--- src/rtl/egress_collector.sv ---
// egress_collector: drains destination FIFOs D0/D1 with a round-robin
// grant and merges them into one registered valid/ready output stream.
// Each word takes IDLE (pop) -> FETCH (capture) -> HOLD (handshake).
// Optional feature macro: EGRESS_COUNT_EN adds the per-destination
// delivered-word counters; without it count_D0/count_D1 are tied to 0.
module egress_collector #(
  parameter int DATA_WIDTH = 6,
  parameter int CNT_WIDTH  = 8
) (
  input  logic                  clk,
  input  logic                  reset,
  input  logic                  active_in,
  input  logic [DATA_WIDTH-1:0] data_out_D0,
  input  logic [DATA_WIDTH-1:0] data_out_D1,
  input  logic                  empty_fifo_D0,
  input  logic                  empty_fifo_D1,
  input  logic                  out_ready,
  output logic                  D0_pop,
  output logic                  D1_pop,
  output logic [DATA_WIDTH-1:0] data_out,
  output logic                  valid_out,
  output logic                  src_out,
  output logic [CNT_WIDTH-1:0]  count_D0,
  output logic [CNT_WIDTH-1:0]  count_D1
);

  typedef enum logic [1:0] {IDLE, FETCH, HOLD} state_t;

  state_t                state_q, state_d;
  logic                  last_grant_q, last_grant_d;
  logic                  sel_q, sel_d;
  logic [DATA_WIDTH-1:0] data_q, data_d;
  logic                  valid_q, valid_d;
  logic                  src_q, src_d;

  logic eligible;
  logic grant;

  // A pop may only be decided while the link is up and something is queued.
  assign eligible = active_in && !(empty_fifo_D0 && empty_fifo_D1);
  // With both queues occupied the source opposite the previous grant wins;
  // otherwise the only non-empty source wins (empty D0 implies D1).
  assign grant = (!empty_fifo_D0 && !empty_fifo_D1) ? !last_grant_q : empty_fifo_D0;

  // Next-state and pop decode; pops are held low during reset so nothing
  // is drained from the FIFOs while the block is being cleared.
  always_comb begin
    state_d      = state_q;
    last_grant_d = last_grant_q;
    sel_d        = sel_q;
    data_d       = data_q;
    valid_d      = valid_q;
    src_d        = src_q;
    D0_pop       = 1'b0;
    D1_pop       = 1'b0;
    case (state_q)
      IDLE: begin
        if (eligible && !reset) begin
          D0_pop       = !grant;
          D1_pop       = grant;
          last_grant_d = grant;
          sel_d        = grant;
          state_d      = FETCH;
        end
      end
      FETCH: begin
        data_d  = sel_q ? data_out_D1 : data_out_D0;
        src_d   = sel_q;
        valid_d = 1'b1;
        state_d = HOLD;
      end
      HOLD: begin
        if (out_ready) begin
          valid_d = 1'b0;
          state_d = IDLE;
        end
      end
      default: state_d = IDLE;
    endcase
  end

  // State and registered output stage.
  always_ff @(posedge clk) begin
    if (reset) begin
      state_q      <= IDLE;
      last_grant_q <= 1'b1;
      sel_q        <= 1'b0;
      data_q       <= '0;
      valid_q      <= 1'b0;
      src_q        <= 1'b0;
    end else begin
      state_q      <= state_d;
      last_grant_q <= last_grant_d;
      sel_q        <= sel_d;
      data_q       <= data_d;
      valid_q      <= valid_d;
      src_q        <= src_d;
    end
  end

  assign data_out  = data_q;
  assign valid_out = valid_q;
  assign src_out   = src_q;

`ifdef EGRESS_COUNT_EN
  logic [CNT_WIDTH-1:0] cnt0_q, cnt1_q;
  logic                 xfer;

  assign xfer = (state_q == HOLD) && out_ready;

  // Count completed handshakes per source, saturating at all-ones.
  always_ff @(posedge clk) begin
    if (reset) begin
      cnt0_q <= '0;
      cnt1_q <= '0;
    end else if (xfer) begin
      if (!src_q && (cnt0_q != '1)) cnt0_q <= cnt0_q + 1'b1;
      if (src_q && (cnt1_q != '1))  cnt1_q <= cnt1_q + 1'b1;
    end
  end

  assign count_D0 = cnt0_q;
  assign count_D1 = cnt1_q;
`else
  assign count_D0 = '0;
  assign count_D1 = '0;
`endif

endmodule

--- config.mk ---
export PLATFORM = sky130hd
export DESIGN_NAME = egress_collector
export DESIGN_NICKNAME = d
export VERILOG_FILES = /design/src/rtl/egress_collector.sv
export SDC_FILE = /design/constraint.sdc
export NUM_CORES = 1
export LEC_CHECK = 0
export CORE_UTILIZATION = 35
export CTS_BUF_LIST = sky130_fd_sc_hd__clkbuf_8
export DETAILED_ROUTE_END_ITERATION = 16
export PLACE_DENSITY = 0.8
export SYNTH_ARGS = -nofsm -noshare
export SYNTH_HDL_FRONTEND = slang
export SYNTH_SLANG_ARGS = --single-unit
--- constraint.sdc ---
create_clock -name clk -period 1.7 [get_ports clk]
set_input_delay 0.425 -clock clk [delete_from_list [all_inputs] [get_ports clk]]
set_output_delay 0.425 -clock clk [all_outputs]
set_load 0.05 [all_outputs]
==> flow_summary.yaml <==
detailed_routing:
  routed_wirelength_um: 1241
  vias_per_cell: 4.154
  drt_pass1_iterations: 3
  routedWlPerCell_um: 9.546
  ant_nets: 0
  drc: 0
  drt_iter0_drc: 2
  num_vias: 540
floorplanning:
  die_y_um: 44.45
  core-area_sq_mm: 0.001594
  die_w_um: 44.45
  die-area_sq_mm: 0.001975
  initial_utilization_pct: 39.56
  ios: 44
  fp-row-count: 14
status:
  violations: "negative setup slack"
  status: "finished, violations left"
timing:
  max_freq_ghz: 0.4981
  hold-worst-slack_ns: 0.4975
  fin_crit_sh_pct: 118.1
  setup_slack_ns: -0.3078
  drv_slew: 0
  setup_viol: 2
  finClkSkew_ns: 0.002903
  hold_violations: 0
  period_needed_ns: 2.008
  rsz0062_at_grt: "true"
synth:
  syn_area_sq_um: 630.6
  avgSynthCellArea_sq_um: 8.882
  yosys_register_bits: 12
  synthCells: 71
  yosysSeqAreaShare_pct: 38.10
  synthDistinctLibCells: 17
  yosys_warnings: 0
global_route:
  antenna_found_initial: 0
  grt_pass1_vias: 469
  grt-ovfl-total: 0
  track_usage_pct: 14.81
  grt_pass1_wl_um: 2028
  grt_max_degree: 15
finish:
  drive_gt1_share_pct: 27.36
  layout.nets: 125
  n_antenna_cell: 0
  layout.cells.non_filler: 130
  final_area_sq_um: 985.9
  syn_to_final_growth_pct: 56.35
clock_tree:
  cts.sinks: 12
  cts_max_path_buffers: 2
  path_clk_slew_ns: 0.05
  post-cts-setup-buffers: 0
  cts_hold_buf: 0
  cts_tree: "done"
  htreeDepth: 1
  clk_latency_ns: 0.24
  root_buffer: "clkbuf_8"
  cts_made_buffers: 3
hold_path:
  min_path_type: "reg2reg"
critical_path:
  start_kind: "register"
  crit_type: "reg2out"
  cp.arrival_ns: 1.58
  critPathMaxFanout: 2
  end_kind: "output pin"
  critical_path_required_ns: 1.27
power_and_ir_drop:
  power.density_mw_per_mm2: 892.7
  leakage_nw: 0.4224
  irDropWorstVdd_v: 0.0006591
placed_design:
  place.gp.congestion: 0.7421
  dpl.cell_count: 126
  dp_hpwl_um: 979.7
  place_area_sq_um: 934.6
  io_buffers: 27
  dpl_worst_slack_ns: -0.5811
job:
  max-cap-violations: 0
==> cell families (layout without fill, tap and decap cells) <==
kind of cell | after synthesis | after routing | share of synthesized area (%)
and+or+nand+nor | 21 | 21 | 17.26
buffers and inverters | 20 | 40 | 21.43
DFF | 12 | 12 | 38.10
AOI/OAI and AO/OA | 10 | 10 | 11.51
muxes | 7 | 7 | 11.11
other | 1 | 16 | 0.5947
==> cell type report <==
type | instances | area, sq um
Clock buffer | 4 | 55.05
Fill cell | 149 | 608.1
Inverter | 1 | 3.754
Multi-Input combinational cell | 54 | 330.3
Sequential cell | 12 | 241.5
Tap cell | 24 | 30.03
Timing Repair Buffer | 35 | 325.3
==> registers in the layout, indices dropped and copies added (netlist names) <==
register / cells
data_out: 6
state_q: 2
last_grant_q: 1
sel_q: 1
src_out: 1
valid_out: 1
==> power by group <==
part / internal (mW) / total, mW / switching, mW
clock network: 0.204 / 0.304 / 0.0995
logic: 0.0925 / 0.263 / 0.171
registers: 0.300 / 0.314 / 0.0139
==> routing by layer <==
| layer | routed length, um | vias up | GRT usage [%] | part of all wire, % |
|---|---|---|---|---|
| li1 | - | 280 | - | - |
| met3 | 77 | 2 | 6.122 | 6.2 |
| met5 | 0 | - | 0 | 0 |
| met4 | 19 | 0 | 7.273 | 1.5 |
| met1 | 523 | 229 | 14.64 | 42 |
| met2 | 621 | 29 | 26.47 | 50 |
==> cell usage in the layout (no fill, tap or decap), drive strengths merged <==
| cell | netlist | layout |
|---|---|---|
| nor2 | 11 | 11 |
| nor2b | 3 | 3 |
| buf | 16 | 19 |
| a211o | 1 | 1 |
| clkbuf | 3 | 4 |
| clkdlybuf4s15 | 0 | 1 |
| nand2 | 1 | 1 |
| mux2i | 7 | 7 |
| inv | 1 | 1 |
| nor3b | 1 | 1 |
| a31o | 1 | 1 |
| conb | 1 | 16 |
| or2 | 1 | 1 |
| or4b | 1 | 1 |
| dfxtp | 12 | 12 |
| a21oi | 2 | 2 |
| a211oi | 6 | 6 |
| clkdlybuf4s50 | 0 | 15 |
| nor3 | 3 | 3 |
==> critical path, stage by stage, from the launching register on <==
cell	delay [ns]
dfxtp_2	0.32
or4b_4	0.51
or2_4	0.26
nor2_4	0.11
buf_12	0.14
==> per-stage QoR <==
stage | TNS, ns | util, % | total power, mW
CTS | -0.6576 | 61.77 | 0.8921
detailed placement | -1.963 | 58.63 | 0.5843
floorplan | -0.2859 | - | 0.5231
finish | -0.5989 | 61.85 | 0.8801
global route | -0.6877 | 61.85 | 0.9238
global placement | -1.871 | 58.63 | 0.5804
==> what timing repair did <==
item,in CTS,in global routing
gates resized for setup,6,1
pin swaps,3,2
setup endpoints to repair,4,2
==> synthesized netlist by cell type <==
master | number | share of area (%)
a21oi_1 | 2 | 1.6
conb_1 | 1 | 0.59
or4b_4 | 1 | 2.2
a211oi_1 | 6 | 7.1
clkbuf_1 | 3 | 1.8
mux2i_1 | 7 | 11
nor2b_1 | 3 | 3.0
nor3_1 | 3 | 2.4
inv_1 | 1 | 0.59
dfxtp_1 | 12 | 38
a31o_2 | 1 | 1.4
nor3b_1 | 1 | 1.2
or2_4 | 1 | 1.4
buf_4 | 16 | 19
a211o_1 | 1 | 1.4
nor2_1 | 11 | 6.5
nand2_1 | 1 | 0.59
==> final timing paths <==
kind	start	to	slack [ns]	depth (start not counted)
setup / recovery	state_q[1]	D0_pop	-0.31	4
hold reg to reg	data_out[4]	data_out[4]	0.50	2
setup reg to reg	state_q[1]	last_grant_q	0.09	4
hold / removal	data_out[4]	data_out[4]	0.50	2
Power figures use the tool's default switching activity.
